--- src/rtl/psum_group_reduce_seq.sv ---
// Groups one round of macro partial sums by filter index and streams one reduced
// sum per unique filter, in ascending leader order, through a single adder tree.
module psum_group_reduce_seq #(
    parameter int unsigned NUM_MACRO = 16,
    parameter int unsigned OUT_CH    = 512,
    parameter int unsigned PSUM_W    = 16,
    localparam int unsigned BIT_OUT_CH = $clog2(OUT_CH),
    localparam int unsigned OUT_W      = PSUM_W + $clog2(NUM_MACRO),
    localparam int unsigned CNT_W      = $clog2(NUM_MACRO) + 1
) (
    input  logic                            clk,
    input  logic                            rst_n,
    input  logic                            in_valid,
    output logic                            in_ready,
    input  logic [NUM_MACRO*BIT_OUT_CH-1:0] WHICH_FILTER,
    input  logic [NUM_MACRO*PSUM_W-1:0]     PSUM,
    output logic                            out_valid,
    input  logic                            out_ready,
    output logic [BIT_OUT_CH-1:0]           out_filter,
    output logic [OUT_W-1:0]                out_sum,
    output logic [CNT_W-1:0]                out_count,
    output logic                            out_last,
    output logic                            done
);

    localparam int unsigned IDX_W = $clog2(NUM_MACRO);

    typedef enum logic [1:0] {
        IDLE,
        GROUP,
        EMIT
    } state_t;

    state_t state_q, state_d;

    logic [BIT_OUT_CH-1:0] filt_q        [NUM_MACRO];
    logic [PSUM_W-1:0]     psum_q        [NUM_MACRO];
    logic [NUM_MACRO-1:0]  member_mask_q [NUM_MACRO];
    logic [NUM_MACRO-1:0]  leader_mask_q;
    logic [IDX_W-1:0]      cur_q;

    logic [NUM_MACRO-1:0]  leader_c;
    logic [NUM_MACRO-1:0]  member_c      [NUM_MACRO];
    logic [NUM_MACRO-1:0]  sel_leaders_c;
    logic [NUM_MACRO-1:0]  sel_members_c;
    logic [IDX_W-1:0]      nxt_cur_c;
    logic [OUT_W-1:0]      nxt_sum_c;
    logic [CNT_W-1:0]      nxt_count_c;
    logic [CNT_W-1:0]      lead_cnt_c;
    logic                  nxt_last_c;
    logic                  accept_c;
    logic                  hs_c;

    assign accept_c = in_valid && in_ready;
    assign hs_c     = out_valid && out_ready;

    // A macro leads its group when no lower-index macro shares its filter.
    always_comb begin
        leader_c = '0;
        for (int i = 0; i < int'(NUM_MACRO); i++) begin
            leader_c[i] = 1'b1;
            for (int j = 0; j < int'(NUM_MACRO); j++) begin
                if (j < i && filt_q[j] == filt_q[i]) begin
                    leader_c[i] = 1'b0;
                end
            end
        end
    end

    always_comb begin
        for (int i = 0; i < int'(NUM_MACRO); i++) begin
            member_c[i] = '0;
            for (int j = 0; j < int'(NUM_MACRO); j++) begin
                member_c[i][j] = leader_c[i] && (filt_q[j] == filt_q[i]);
            end
        end
    end

    // Leaders still pending after this cycle: fresh set in GROUP, minus the
    // group being consumed in EMIT.
    always_comb begin
        sel_leaders_c = '0;
        if (state_q == GROUP) begin
            sel_leaders_c = leader_c;
        end else if (state_q == EMIT) begin
            sel_leaders_c = leader_mask_q & ~(NUM_MACRO'(1) << cur_q);
        end
    end

    always_comb begin
        nxt_cur_c  = '0;
        lead_cnt_c = '0;
        for (int i = int'(NUM_MACRO) - 1; i >= 0; i--) begin
            if (sel_leaders_c[i]) begin
                nxt_cur_c  = IDX_W'(i);
                lead_cnt_c = lead_cnt_c + CNT_W'(1);
            end
        end
        nxt_last_c = (lead_cnt_c == CNT_W'(1));
    end

    always_comb begin
        sel_members_c = '0;
        if (state_q == GROUP) begin
            sel_members_c = member_c[nxt_cur_c];
        end else if (state_q == EMIT) begin
            sel_members_c = member_mask_q[nxt_cur_c];
        end
    end

    // Shared reduction adder tree and member count.
    always_comb begin
        nxt_sum_c   = '0;
        nxt_count_c = '0;
        for (int j = 0; j < int'(NUM_MACRO); j++) begin
            if (sel_members_c[j]) begin
                nxt_sum_c   = nxt_sum_c + {{(OUT_W-PSUM_W){psum_q[j][PSUM_W-1]}}, psum_q[j]};
                nxt_count_c = nxt_count_c + CNT_W'(1);
            end
        end
    end

    always_ff @(posedge clk or negedge rst_n) begin
        if (!rst_n) begin
            state_q <= IDLE;
        end else begin
            state_q <= state_d;
        end
    end

    always_comb begin
        state_d = state_q;
        case (state_q)
            IDLE:    if (accept_c) state_d = GROUP;
            GROUP:   state_d = EMIT;
            EMIT:    if (hs_c && out_last) state_d = IDLE;
            default: state_d = IDLE;
        endcase
    end

    // Round capture, group masks and the registered result stream.
    always_ff @(posedge clk or negedge rst_n) begin
        if (!rst_n) begin
            for (int i = 0; i < int'(NUM_MACRO); i++) begin
                filt_q[i]        <= '0;
                psum_q[i]        <= '0;
                member_mask_q[i] <= '0;
            end
            leader_mask_q <= '0;
            cur_q         <= '0;
            in_ready      <= 1'b0;
            out_valid     <= 1'b0;
            out_filter    <= '0;
            out_sum       <= '0;
            out_count     <= '0;
            out_last      <= 1'b0;
            done          <= 1'b0;
        end else begin
            in_ready <= (state_d == IDLE);
            done     <= 1'b0;
            case (state_q)
                IDLE: begin
                    if (accept_c) begin
                        for (int i = 0; i < int'(NUM_MACRO); i++) begin
                            filt_q[i] <= WHICH_FILTER[i*BIT_OUT_CH +: BIT_OUT_CH];
                            psum_q[i] <= PSUM[i*PSUM_W +: PSUM_W];
                        end
                    end
                end
                GROUP: begin
                    for (int i = 0; i < int'(NUM_MACRO); i++) begin
                        member_mask_q[i] <= member_c[i];
                    end
                    leader_mask_q <= leader_c;
                    cur_q         <= nxt_cur_c;
                    out_valid     <= 1'b1;
                    out_filter    <= filt_q[nxt_cur_c];
                    out_sum       <= nxt_sum_c;
                    out_count     <= nxt_count_c;
                    out_last      <= nxt_last_c;
                end
                EMIT: begin
                    if (hs_c) begin
                        leader_mask_q <= sel_leaders_c;
                        if (out_last) begin
                            out_valid  <= 1'b0;
                            out_filter <= '0;
                            out_sum    <= '0;
                            out_count  <= '0;
                            out_last   <= 1'b0;
                            done       <= 1'b1;
                        end else begin
                            cur_q      <= nxt_cur_c;
                            out_filter <= filt_q[nxt_cur_c];
                            out_sum    <= nxt_sum_c;
                            out_count  <= nxt_count_c;
                            out_last   <= nxt_last_c;
                        end
                    end
                end
                default: ;
            endcase
        end
    end

endmodule

--- config.mk ---
export PLATFORM = sky130hd
export DESIGN_NAME = psum_group_reduce_seq
export DESIGN_NICKNAME = d
export VERILOG_FILES = /design/src/rtl/psum_group_reduce_seq.sv
export SDC_FILE = /design/constraint.sdc
export NUM_CORES = 2
export LEC_CHECK = 0
export ABC_CLOCK_PERIOD_IN_PS = 31200
export CORE_MARGIN = 3
export CORE_UTILIZATION = 45
export DETAILED_ROUTE_END_ITERATION = 6
export DONT_BUFFER_PORTS = 1
export PLACE_DENSITY = 0.69
export RECOVER_POWER = 50
export SETUP_SLACK_MARGIN = 0.02
export SLEW_MARGIN = 25
export SYNTH_ARGS = -nofsm -noshare
export SYNTH_HDL_FRONTEND = slang
export SYNTH_SLANG_ARGS = --single-unit
export TNS_END_PERCENT = 10
--- constraint.sdc ---
create_clock -name clk -period 31.2 [get_ports clk]
set_input_delay 6.24 -clock clk [delete_from_list [all_inputs] [get_ports clk]]
set_output_delay 6.24 -clock clk [all_outputs]
set_load 0.02 [all_outputs]
==> flow_summary.json <==
{
  "setup_viol_count_final": 0,
  "antenna_found_initial": 21,
  "r2r_start": "state_q[1]",
  "final_nets": 7059,
  "cpMaxStageDelayCell": "clkbuf_1",
  "status": "complete, but fails checks",
  "min_from": "member_mask_q[182]",
  "max_freq_mhz": 38.3,
  "violations": "capacitance limit, slew limit",
  "die-area_mm2": 0.139,
  "syn_area_mm2": 0.0605,
  "finalInstanceArea_mm2": 0.0644,
  "end_kind": "flop",
  "multiInputGateArea_mm2": 0.0389,
  "startpoint": "state_q[1]",
  "startpoint_type": "flop",
  "synth_top_family_by_area": "XOR/XNOR gates",
  "fin_skew_ps": 36.8,
  "syn_inst": 6584,
  "ios": 442,
  "num_vias": 50700,
  "cpPeakStageDelay_ps": 2270,
  "rrSetupSlack_ps": 5080,
  "regArea_mm2": 0.0179,
  "async_flop_share": 1.00,
  "cts.sinks": 715,
  "synth_simple_gate_area_frac": 0.130,
  "crit_top_cell": "ha_1",
  "cp.arrival_ps": 26670,
  "avgRoutedWirePerCell_um": 26.9,
  "hold_viol_final": 0,
  "dp_cells": 7994,
  "hold_depth": 2,
  "rsz0062_at_grt": "no",
  "clk_pin_slew_ps": 60,
  "antenna_left": 0,
  "ys.flop_type": "dfrtp_1",
  "synth_cell_types": 101,
  "place.gp.congestion": 1.04,
  "clock_latency_ps": 700,
  "synth-xor-area-share": 0.200,
  "max_slew_margin": -4.43,
  "drtIter0Drc": 5438,
  "r2r_end": "out_sum[19]",
  "hpwl_mm": 155,
  "ys_seq_area_frac": 0.296,
  "syn_nets": 7317,
  "avgViaCountPerCell": 6.21,
  "post_cts_resized": 0,
  "first_pass_iters": 6,
  "critPathMaxFanout": 72,
  "reg2regPathDepth": 91,
  "period_share": 0.837,
  "ys_seq_elements": 715,
  "syn_to_final_growth_pct": 6.53,
  "drive_above_1_share": 0.152,
  "hold_end": "member_mask_q[182]",
  "finalSetupTns_ps": 0,
  "synth_edf_count": 0,
  "yosysWarnings": 0,
  "place.port_buffers": 0,
  "grt_pass1_wl_mm": 326,
  "worstHoldPathType": "flop to flop",
  "critical_path_class": "flop to flop",
  "tightestPinTransition_ps": 8150,
  "fin_util": 0.486,
  "grt_pass1_vias": 50600,
  "max_cap_violations": 11,
  "cts_tree": "built",
  "cts_buffers": 84,
  "muxShareOfSynthArea": 0.116,
  "layout_min_cycle_time_ps": 26120,
  "placed_area_mm2": 0.0614,
  "nFillCells": 12300,
  "rows": 133,
  "grt_max_degree": 198,
  "slew_viol_final": 859,
  "cts-htree-levels": 3,
  "initial_core_util": 0.457,
  "worst_ep_required_time_ps": 31740,
  "clockRootBuffer": "clkbuf_16",
  "grt_remaining_overflow": 0,
  "synthAdderAreaFrac": 0.0699,
  "finalWirelength_mm": 220,
  "grt_usage": 0.305,
  "synth_compound_area_frac": 0.124,
  "final_cells": 8166,
  "post_synth.cell_area_avg_um2": 9.19,
  "core_area_mm2": 0.132,
  "die_h_um": 373,
  "post-cts-setup-buffer-count": 0,
  "holdBufCountCts": 0,
  "cts_buffer_depth": 3,
  "drc": 0,
  "fp.dieW_um": 373
}
[cells in the final DEF, fill, tap and decap left out, drive strengths merged, types with 15 or more instances in the layout]
cell type | netlist | final
and2 | 152 | 152
o21bai | 69 | 69
nand3 | 69 | 69
diode | 0 | 15
nor3 | 175 | 175
o31ai | 73 | 73
ha | 314 | 314
clkbuf | 189 | 130
buf | 328 | 163
mux2i | 65 | 65
inv | 236 | 237
o21ai | 331 | 331
xnor2 | 572 | 572
o221ai | 50 | 50
dfrtp | 715 | 715
xor2 | 805 | 805
fa | 15 | 15
o22ai | 30 | 30
nor2 | 272 | 272
a221o | 19 | 19
nand2b | 53 | 53
a31oi | 37 | 37
a221oi | 20 | 20
o211ai | 17 | 17
nor4 | 132 | 132
nand4 | 144 | 144
clkinv | 2 | 21
a21boi | 43 | 43
mux2 | 555 | 555
nor2b | 33 | 33
bufinv | 0 | 15
nand2 | 523 | 523
o21a | 36 | 36
a21oi | 280 | 280
a21o | 86 | 86
[worst max path at each step]
| stage | end | slack (ps) | cells after the start |
|---|---|---|---|
| floorplan | out_sum[19] | 11960 | 108 |
| global placement | out_sum[19] | 8700 | 97 |
| detailed placement | out_sum[19] | 8380 | 96 |
| CTS | out_sum[19] | 8220 | 96 |
| global route | out_sum[19] | 3310 | 89 |
| finish | out_sum[19] | 5080 | 91 |
[synth_stat cells, types with 37 or more instances]
| library cell | n | share of area |
|---|---|---|
| nand3_1 | 69 | 0.0057 |
| dfrtp_1 | 715 | 0.30 |
| a31oi_1 | 37 | 0.0038 |
| nor3_1 | 174 | 0.014 |
| inv_1 | 233 | 0.014 |
| mux2_2 | 540 | 0.10 |
| xnor2_1 | 571 | 0.083 |
| and2_1 | 151 | 0.016 |
| o21ai_0 | 310 | 0.026 |
| xor2_1 | 805 | 0.12 |
| nand2b_1 | 53 | 0.0055 |
| a21oi_1 | 277 | 0.023 |
| clkbuf_1 | 189 | 0.012 |
| mux2i_1 | 65 | 0.011 |
| nand4_1 | 142 | 0.015 |
| nand2_1 | 522 | 0.032 |
| o31ai_1 | 70 | 0.0087 |
| buf_6 | 39 | 0.0073 |
| nor4_1 | 132 | 0.014 |
| nor2_1 | 271 | 0.017 |
| a21o_1 | 86 | 0.011 |
| buf_4 | 140 | 0.017 |
| o21bai_1 | 69 | 0.0086 |
| buf_2 | 118 | 0.0098 |
| a21boi_0 | 40 | 0.0050 |
| o221ai_1 | 50 | 0.0072 |
| ha_1 | 314 | 0.065 |
[registers in the layout, indices dropped and copies added (netlist names)]
signal         flops
member_mask_q    255
out_filter         9
out_sum           20
psum_q           256
out_last           1
done               1
state_q            2
cur_q              4
out_count          5
filt_q           144
in_ready           1
leader_mask_q     16
out_valid          1
[through the flow]
step                      hold slack [ps]  setup slack, ps
after floorplan                       433            11960
after global placement                449             8700
after detailed placement              453             8380
after CTS                             471             8220
after global routing                  489             3310
final                                 475             5080
[final cells by class]
| type | instances | area share |
|---|---|---|
| Tap cell | 1755 | 0.0341 |
| Antenna cell | 15 | 0.000583 |
| Clock buffer | 118 | 0.0387 |
| Inverter | 238 | 0.0139 |
| Clock inverter | 38 | 0.00981 |
| Timing Repair Buffer | 175 | 0.0202 |
| Sequential cell | 715 | 0.279 |
| Multi-Input combinational cell | 5112 | 0.604 |
[critical path, delay by kind of cell (launching register included)]
| family | cells | cell delay, ps |
|---|---|---|
| buffers and inverters | 9 | 5870 |
| XOR/XNOR | 8 | 1220 |
| adder cells (fa/ha/maj) | 14 | 4550 |
| multiplexers | 8 | 2320 |
| AO/OA/AOI/OAI | 32 | 7820 |
| AND/OR/NAND/NOR | 20 | 3670 |
| flip-flops | 1 | 410 |
[metal layers]
metal  track usage  up-vias  wire (um)
met1         0.375    24700      84900
met2         0.471     2806      96200
met4         0.188       12      16000
li1              -    22300          -
met5             0        -         79
met3        0.0867      962      22800
[logic make-up after synthesis]
kind of cell               Yosys count
AOI/OAI and AO/OA                 1174
xor gates and xnor gates          1377
adders and majority gates          329
buffers and inverters              757
DFF                                715
muxes                              624
and+or+nand+nor                   1608
Power is left out: the tool's default activity adds up to more than one toggle a clock period on the data nets, which glitch-free logic cannot reach.
